### src/rtl/async_pkg.sv
// Shared constants and types for the dual-rail async link blocks.
package async_pkg;

    localparam int RAIL_NUM  = 2;
    localparam int RAIL_ZERO = 0;
    localparam int RAIL_ONE  = 1;

    typedef enum logic {
        ENC_TP,
        ENC_FP
    } enc_t;

    typedef enum logic [1:0] {
        ST_IDLE,
        ST_DATA,
        ST_SPACER
    } dr_tx_state_t;

endpackage

### src/rtl/ack_sync_ff.sv
// Multi-flop synchronizer for a single asynchronous level, reset to 0.
module ack_sync_ff #(
    parameter int SYNC_STAGES = 2
) (
    input  logic clk,
    input  logic rst_n,
    input  logic i_async,
    output logic o_sync
);

    logic [SYNC_STAGES-1:0] r_sync;

    if (SYNC_STAGES < 2) begin : g_badStages
        $error("ack_sync_ff: SYNC_STAGES must be at least 2");
    end

    always_ff @(posedge clk or negedge rst_n) begin
        if (!rst_n) begin
            r_sync <= '0;
        end else begin
            r_sync <= {r_sync[SYNC_STAGES-2:0], i_async};
        end
    end

    assign o_sync = r_sync[SYNC_STAGES-1];

endmodule

### src/rtl/dr_tx.sv
// Synchronous valid/ready to dual-rail (two-phase or four-phase) link transmitter.
// Optional ack-timeout flag enabled by defining DR_TX_ACK_TIMEOUT_EN.
module dr_tx
    import async_pkg::*;
#(
    parameter string ENC            = "TP",
    parameter int    WIDTH          = 1,
    parameter int    SYNC_STAGES    = 2,
    parameter int    TIMEOUT_CYCLES = 1024
) (
    input  logic                             clk,
    input  logic                             rst_n,
    input  logic                             in_valid,
    output logic                             in_ready,
    input  logic [WIDTH-1:0]                 in_data,
    output logic [WIDTH-1:0][RAIL_NUM-1:0]   out,
    input  logic                             ack_i,
    output logic                             busy,
    output logic                             err
);

    localparam enc_t ENC_SEL = (ENC == "FP") ? ENC_FP : ENC_TP;
    localparam bit   IS_FP   = (ENC_SEL == ENC_FP);

    if (ENC != "TP" && ENC != "FP") begin : g_badEnc
        $error("dr_tx: ENC must be \"TP\" or \"FP\"");
    end
    if (TIMEOUT_CYCLES < 1) begin : g_badTimeout
        $error("dr_tx: TIMEOUT_CYCLES must be positive");
    end

    dr_tx_state_t                       r_state;
    logic [WIDTH-1:0][RAIL_NUM-1:0]     r_out;
    logic                               r_ready;
    logic                               r_busy;
    logic                               r_phase;
    logic                               w_ack_s;
    logic                               w_leave;

    ack_sync_ff #(
        .SYNC_STAGES(SYNC_STAGES)
    ) u_ackSync (
        .clk    (clk),
        .rst_n  (rst_n),
        .i_async(ack_i),
        .o_sync (w_ack_s)
    );

    // The receiver's answer for the current state has arrived.
    always_comb begin
        w_leave = 1'b0;
        case (r_state)
            ST_DATA:   w_leave = IS_FP ? w_ack_s : (w_ack_s != r_phase);
            ST_SPACER: w_leave = !w_ack_s;
            default:   w_leave = 1'b0;
        endcase
    end

    // The rail flops themselves hold the accepted word until the cycle completes.
    always_ff @(posedge clk or negedge rst_n) begin
        if (!rst_n) begin
            r_state <= ST_IDLE;
            r_out   <= '0;
            r_ready <= 1'b0;
            r_busy  <= 1'b0;
            r_phase <= 1'b0;
        end else begin
            case (r_state)
                ST_IDLE: begin
                    r_ready <= 1'b1;
                    if (in_valid && r_ready) begin
                        for (int b = 0; b < WIDTH; b++) begin
                            if (IS_FP) begin
                                r_out[b][RAIL_ONE]  <= in_data[b];
                                r_out[b][RAIL_ZERO] <= ~in_data[b];
                            end else if (in_data[b]) begin
                                r_out[b][RAIL_ONE]  <= ~r_out[b][RAIL_ONE];
                            end else begin
                                r_out[b][RAIL_ZERO] <= ~r_out[b][RAIL_ZERO];
                            end
                        end
                        r_state <= ST_DATA;
                        r_busy  <= 1'b1;
                        r_ready <= 1'b0;
                    end
                end
                ST_DATA: begin
                    if (w_leave) begin
                        if (IS_FP) begin
                            r_out   <= '0;
                            r_state <= ST_SPACER;
                        end else begin
                            r_phase <= ~r_phase;
                            r_state <= ST_IDLE;
                            r_busy  <= 1'b0;
                            r_ready <= 1'b1;
                        end
                    end
                end
                ST_SPACER: begin
                    if (w_leave) begin
                        r_state <= ST_IDLE;
                        r_busy  <= 1'b0;
                        r_ready <= 1'b1;
                    end
                end
                default: r_state <= ST_IDLE;
            endcase
        end
    end

    assign out      = r_out;
    assign in_ready = r_ready;
    assign busy     = r_busy;

`ifdef DR_TX_ACK_TIMEOUT_EN
    localparam int                CNT_W   = $clog2(TIMEOUT_CYCLES + 1);
    localparam logic [CNT_W-1:0]  CNT_MAX = CNT_W'(TIMEOUT_CYCLES);

    logic [CNT_W-1:0] r_toCnt;
    logic             r_err;

    // Wait time in the current state; err is sticky and never aborts the token.
    always_ff @(posedge clk or negedge rst_n) begin
        if (!rst_n) begin
            r_toCnt <= '0;
            r_err   <= 1'b0;
        end else if (r_state == ST_IDLE || w_leave) begin
            r_toCnt <= '0;
        end else if (r_toCnt != CNT_MAX) begin
            r_toCnt <= r_toCnt + 1'b1;
            if (r_toCnt == CNT_MAX - 1'b1) begin
                r_err <= 1'b1;
            end
        end
    end

    assign err = r_err;
`else
    assign err = 1'b0;
`endif

endmodule

### config.mk
export PLATFORM = sky130hd
export DESIGN_NAME = dr_tx
export DESIGN_NICKNAME = d
export VERILOG_FILES = /design/src/rtl/async_pkg.sv /design/src/rtl/ack_sync_ff.sv /design/src/rtl/dr_tx.sv
export SDC_FILE = /design/constraint.sdc
export NUM_CORES = 1
export LEC_CHECK = 0
export BUFFER_PORTS_ARGS = -buffer_cell sky130_fd_sc_hd__buf_2
export CELL_PAD_IN_SITES_DETAIL_PLACEMENT = 1
export CELL_PAD_IN_SITES_GLOBAL_PLACEMENT = 2
export CORE_AREA = 3 3 40 42
export CTS_BUF_LIST = sky130_fd_sc_hd__clkbuf_2 sky130_fd_sc_hd__clkbuf_4 sky130_fd_sc_hd__clkbuf_8
export DETAILED_ROUTE_END_ITERATION = 6
export DIE_AREA = 0 0 43 45
export HOLD_SLACK_MARGIN = 0.15
export PLACE_DENSITY = 0.61
export SKIP_LAST_GASP = 1
export SLEW_MARGIN = 10
export SYNTH_ARGS = -nofsm -noshare
export SYNTH_HDL_FRONTEND = slang
export SYNTH_SLANG_ARGS = --single-unit
### constraint.sdc
create_clock -name clk -period 2.2 [get_ports clk]
set_input_delay 0.33 -clock clk [delete_from_list [all_inputs] [get_ports clk]]
set_output_delay 0.33 -clock clk [all_outputs]
set_load 0.01 [all_outputs]
==> results of run 1 <==
==> worst max path at each step <==
stage	from	end	slack, ns	depth (start not counted)
after floorplan	busy	out[0]	1.26	2
after global placement	busy	out[0]	1.25	2
after detailed placement	busy	out[0]	1.20	2
after CTS	busy	busy	0.98	1
after global routing	busy	busy	0.93	1
final	busy	busy	1.00	1
==> power breakdown <==
| group | total, mW | internal (mW) | switching [mW] | leakage, nW |
|---|---|---|---|---|
| sequential | 0.219 | 0.177 | 0.0420 | 0.0808 |
| combinational | 0.144 | 0.0812 | 0.0631 | 0.0745 |
| clock | 0.125 | 0.0813 | 0.0437 | 0.0184 |
| total | 0.488 | 0.339 | 0.149 | 0.174 |
==> state kept, by name, indices dropped and copies added (netlist names) <==
register,cells
busy,1
out,2
r_phase,1
in_ready,1
u_ackSync.r_sync,2
==> what timing repair did <==
action / 4_1_cts / 5_1_grt
gates resized for setup: 0 / 0
hold endpoints to repair: 7 / 0
hold buffers: 1 / 0
setup buffers: 0 / 0
==> layer usage <==
metal / GRT usage (%) / vias up / wire (um)
met5: 0 / - / 0
met4: 5.422 / 0 / 0
met3: 2.789 / 0 / 54
met2: 8.982 / 8 / 212
met1: 7.901 / 86 / 219
li1: - / 87 / -
==> stage by stage <==
step                setup slack (ns)  hold WS [ns]  area (um2)  total power [mW]  std cells
floorplan                      1.261       0.03441       275.3            0.3085         19
global placement               1.252        0.1689       326.6            0.3588         41
detailed placement             1.203        0.1727       326.6            0.3701         41
CTS                           0.9772        0.1899       366.6            0.5023         46
global route                  0.9330        0.1894       366.6            0.5321         46
finish                         1.000        0.1961       366.6            0.4882         46
==> cell type report <==
cell class	count	area, um2
fillers	147	918.4
flip-flops and latches	7	175.2
multi-input cells	11	92.59
repair buffers	9	50.05
clock buffers	4	30.03
well taps	15	18.77
==> logic make-up (layout without fill, tap and decap cells) <==
group	count (synthesis)	after routing	share of synthesized area, %
AOI/OAI and AO/OA	1	1	3.637
muxes	2	2	7.727
DFF	7	7	63.64
xor gates and xnor gates	3	3	9.547
other	1	1	1.362
and+or+nand+nor	4	4	11.36
buffers and inverters	1	13	2.728
==> placed cells by master (no fill, tap or decap), drive strengths merged <==
cell type / instances
buf: 8
conb: 1
nand4b: 1
mux2i: 1
o22a: 1
xnor2: 1
xor2: 2
nand2: 1
dlygate4sd3: 1
and4bb: 1
clkbuf: 4
nand2b: 1
dfrtp: 7
mux2: 1
==> run_results.csv, run 1 <==
group,metric,value,unit
setup_path,slowest_delay,0.45,ns
clock_tree,cts_tree,"yes",
finish,final_nets,37,
placement,post-dp-hpwl,400.7,um
synth,ys_types,12,
sta,finalHoldViolations,0,
clock_tree,cts.sinks,7,
sta,layout_min_cycle_time,1.200,ns
min_path,hold_start,"ack_i",
setup_path,crit_path_end_kind,"output port",
synth,synth_area_leaders,"dfrtp_1, xor2_1, and4bb_1",
synth,synthCells,19,
sta,slew_violations,0,
grt,antenna_found_initial,0,
setup_path,path_cells,"buf_2",
clock_tree,clock_path_buffers,2,
sta,rsz0062_at_grt,"false",
finish,antenna_cells,0,
detailed_routing,vias,181,
power,vdd.ir_drop.worst,0.3698,mV
setup_path,cpLargestDelayFamily,"flip-flops",
synth,async_flop_share,100.0,%
floorplan,die_h,45,um
placement,portBuffers,8,
sta,finalCritPeriodShare,54.54,%
synth,syn_avg_cell_area,14.49,um2
synth,synth.top_cell.area_share,63.64,%
detailed_routing,first_pass_iters,1,
setup_path,cp.required,1.87,ns
sta,setup_violations,0,
setup_path,r2r_end,"out[0]",
setup_path,r2r_slack,1.22,ns
synth,synth-edff-count,0,
detailed_routing,drt_iter0_drc,0,
clock_tree,clk_pin_slew,0.05,ns
detailed_routing,viasPerCell,3.935,
clock_tree,clock_tree.root_cell,"clkbuf_4",
detailed_routing,ant_nets,0,
min_path,whs_endpoint,"u_ackSync.r_sync[0]",
setup_path,crit_slowest_cell,"dfrtp_1",
synth,yosys_warnings,0,
grt,grt.total_usage,6.549,%
floorplan,pin_count,10,
min_path,hold_depth,1,
synth,synth.cell_area,275.3,um2
min_path,hold_path.class,"in2reg",
finish,syn_to_final_growth,33.18,%
flow_run,maxCapViolCount,0,
sta,clock.fmax,0.8335,GHz
grt,grt_pass1_vias,204,
grt,grt_start_max_net_pins,8,
sta,tns,0,ns
setup_path,worst-path-buf-inv,1,
setup_path,path_class,"reg2out",
power,p_leak,0.1736,nW
clock_tree,ctsHtreeMaxLevel,1,
grt,grt-ovfl-total,0,
clock_tree,clk_latency,0.24,ns
power,p_per_area,1332,nW/um2
synth,ys_ff_latch,7,
grt,grt_pass1_wl,876,um
synth,mappedNetlistNets,24,
synth,synth_area_leader_cell,"dfrtp_1",
synth,synth.most_common_cell,"dfrtp_1",
clock_tree,cts_buffers,3,
synth,yosys-top-cells-count,"dfrtp_1, xor2_1",
synth,yosysSeqAreaShare,63.64,%
outcome,outcome,"finished, final reports clean",
setup_path,worstSetupStartpointType,"register",
floorplan,die_area,1935,um2
finish,post-route-util,28.53,%
floorplan,die_x,43,um
detailed_routing,wl,486,um
setup_path,critical_path_arrival,0.87,ns
setup_path,worstPathMaxFanout,7,
sta,fin_skew,0.004873,ns
floorplan,start_util,21.42,%
floorplan,rows,13,
detailed_routing,wl_per_cell,10.57,um
setup_path,reg2reg_depth,2,
synth,synthFlopType,"dfrtp_1",
detailed_routing,drcViolationCount,0,
setup_path,r2r_start,"busy",
floorplan,core-area,1285,um2
placement,gp_congestion,0.6691,
finish,drive_above_1_share,45.16,%
(Power assumes the default switching activity.)
==> inputs of run 2 (changes only) <==
--- a/config.mk
+++ b/config.mk
@@ -13,7 +13,7 @@
 export DETAILED_ROUTE_END_ITERATION = 6
 export DIE_AREA = 0 0 43 45
 export HOLD_SLACK_MARGIN = 0.15
-export PLACE_DENSITY = 0.61
+export PLACE_DENSITY = 0.63
 export SKIP_LAST_GASP = 1
 export SLEW_MARGIN = 10
 export SYNTH_ARGS = -nofsm -noshare
==> constraint.sdc (replaced) <==
create_clock -name clk -period 1 [get_ports clk]
set_input_delay 0.15 -clock clk [delete_from_list [all_inputs] [get_ports clk]]
set_output_delay 0.15 -clock clk [all_outputs]
set_load 0.01 [all_outputs]
==> run_results.csv, run 2 (same netlist as run 1, synthesis figures left out) <==
group,metric,value,unit
floorplan,start_util,21.42,%
outcome,outcome,"finished with violations",
grt,grt_pass1_wl,786,um
grt,antenna_found_initial,0,
clock_tree,ctsHtreeMaxLevel,1,
detailed_routing,viasPerCell,4.140,
floorplan,rows,13,
sta,tns,-0.02688,ns
power,p_leak,0.1972,nW
finish,drive_above_1_share,48.57,%
setup_path,r2r_end,"out[0]",
clock_tree,cts_tree,"yes",
detailed_routing,drt_iter0_drc,0,
detailed_routing,ant_nets,0,
clock_tree,cts.sinks,7,
sta,clock.fmax,0.9738,GHz
power,clkPwrFrac,22.6,%
power,swShare,29.11,%
placement,place_area,334.1,um2
setup_path,path_class,"reg2out",
grt,grt_start_max_net_pins,8,
setup_path,cp.required,0.85,ns
grt,grt-ovfl-total,0,
finish,final_cells,50,
setup_path,reg2reg_depth,3,
detailed_routing,wl_per_cell,10.16,um
setup_path,r2r_start,"busy",
setup_path,worstSetupStartpointType,"register",
clock_tree,cts_buffers,3,
detailed_routing,drcViolationCount,0,
placement,numPlacedInstances,42,
clock_tree,clk_pin_slew,0.05,ns
sta,layout_min_cycle_time,1.027,ns
setup_path,worstPathMaxFanout,2,
setup_path,crit_slowest_cell,"dfrtp_1",
floorplan,die_x,43,um
sta,slew_violations,0,
placement,pre_cts_slack,0.1059,ns
finish,antenna_cells,0,
finish,layout_common_cells,"dfrtp_1, buf_2, clkbuf_4, buf_6",
power,pwr-share-seq,37.8,%
setup_path,crit_path_end_kind,"output port",
clock_tree,clock_tree.root_cell,"clkbuf_4",
setup_path,cp.depth,2,
setup_path,path_cells,"buf_6 -> buf_6",
flow_run,maxCapViolCount,0,
floorplan,pin_count,10,
power,p_per_area,2972,nW/um2
placement,gp_congestion,0.6158,
setup_path,cpLargestDelayFamily,"flip-flops",
floorplan,die_h,45,um
sta,fin_ws,-0.02688,ns
sta,finalHoldViolations,0,
clock_tree,clk_latency,0.24,ns
floorplan,core-area,1285,um2
min_path,hold_depth,3,
finish,final_area,412.9,um2
sta,finalCritPeriodShare,102.7,%
sta,fin_skew,0.003398,ns
sta,setup_violations,1,
sta,rsz0062_at_grt,"true",
setup_path,r2r_slack,0,ns
detailed_routing,vias,207,
power,power.internal,0.8698,mW
min_path,whs_endpoint,"busy",
finish,syn_to_final_growth,50.00,%
power,power,1.227,mW
min_path,hold_path.class,"in2reg",
power,power.switching,0.3572,mW
floorplan,die_area,1935,um2
clock_tree,clock_path_buffers,2,
detailed_routing,first_pass_iters,1,
detailed_routing,wl,508,um
finish,final_nets,41,
min_path,hold_start,"in_valid",
outcome,violations,"setup timing",
setup_path,worst-path-buf-inv,2,
power,power_frac_comb,39.6,%
setup_path,critical_path_arrival,0.88,ns
grt,grt_pass1_vias,205,
grt,grt.total_usage,5.981,%
power,vdd.ir_drop.worst,0.7724,mV
placement,portBuffers,8,
setup_path,cp_common_cell,"buf_6",
setup_path,slowest_delay,0.40,ns
placement,post-dp-hpwl,374.7,um
-- run 2: cell count changes in the layout (fill, tap and decap cells not counted) --
cell           before  now
buf_6               0    3
dlygate4sd3_1       1    2
buf_2               8    7
buf_4               0    1
-- run 2: routing by layer --
metal / routed length, um / share of wire [%] / vias up / track usage, %
li1: - / - / 98 / -
met1: 214 / 42 / 101 / 5.736
met2: 234 / 46 / 8 / 8.383
met3: 59 / 12 / 0 / 4.382
met4: 0 / 0 / 0 / 5.422
met5: 0 / 0 / - / 0
-- run 2: per-stage QoR --
step                      hold WS, ns  utilization [%]
after floorplan               -0.1456                -
after global placement       -0.01398            26.00
after detailed placement    -0.009286            26.00
after CTS                      0.2019            31.84
after global routing           0.2248            32.13
final                          0.2090            32.13
-- run 2: worst reg2reg max path: cells and delay by family (launching register included) --
family | cells | cell delay (ns)
DFF | 1 | 0.40
and+or+nand+nor | 1 | 0.26
xor gates and xnor gates | 1 | 0.14
buffers and inverters | 1 | 0.13
-- run 2: power groups by stage --
stage	combinational (mW)	sequential, mW	clock [mW]
global placement	0.366	0.464	0
global route	0.525	0.479	0.307
detailed placement	0.365	0.470	0
CTS	0.482	0.461	0.292
finish	0.486	0.464	0.277
floorplan	0.162	0.517	0
-- run 2: worst max path at each step --
stage | from | to | slack [ns]
5_1_grt | busy | out[1] | -0.06
2_1_floorplan | busy | out[0] | 0.06
3_5_place_dp | busy | out[0] | 0.11
6_report | busy | busy | -0.03
3_3_place_gp | busy | out[0] | 0.11
4_1_cts | busy | busy | -0.02
-- run 2: repair_timing --
| action | 4_1_cts | 5_1_grt |
|---|---|---|
| hold buffers | 2 | 0 |
| hold endpoints to repair | 8 | 0 |
| pin swaps | 0 | 2 |
| buffers inserted | 2 | 0 |
| resized for setup | 2 | 1 |
| endpoints found under the setup margin | 1 | 3 |
-- run 2: area by class of cell --
cell class              count  area [um2]
multi-input cells          11       92.59
repair buffers             13       96.34
fillers                   150       872.1
well taps                  15       18.77
flip-flops and latches      7       175.2
clock buffers               4       30.03
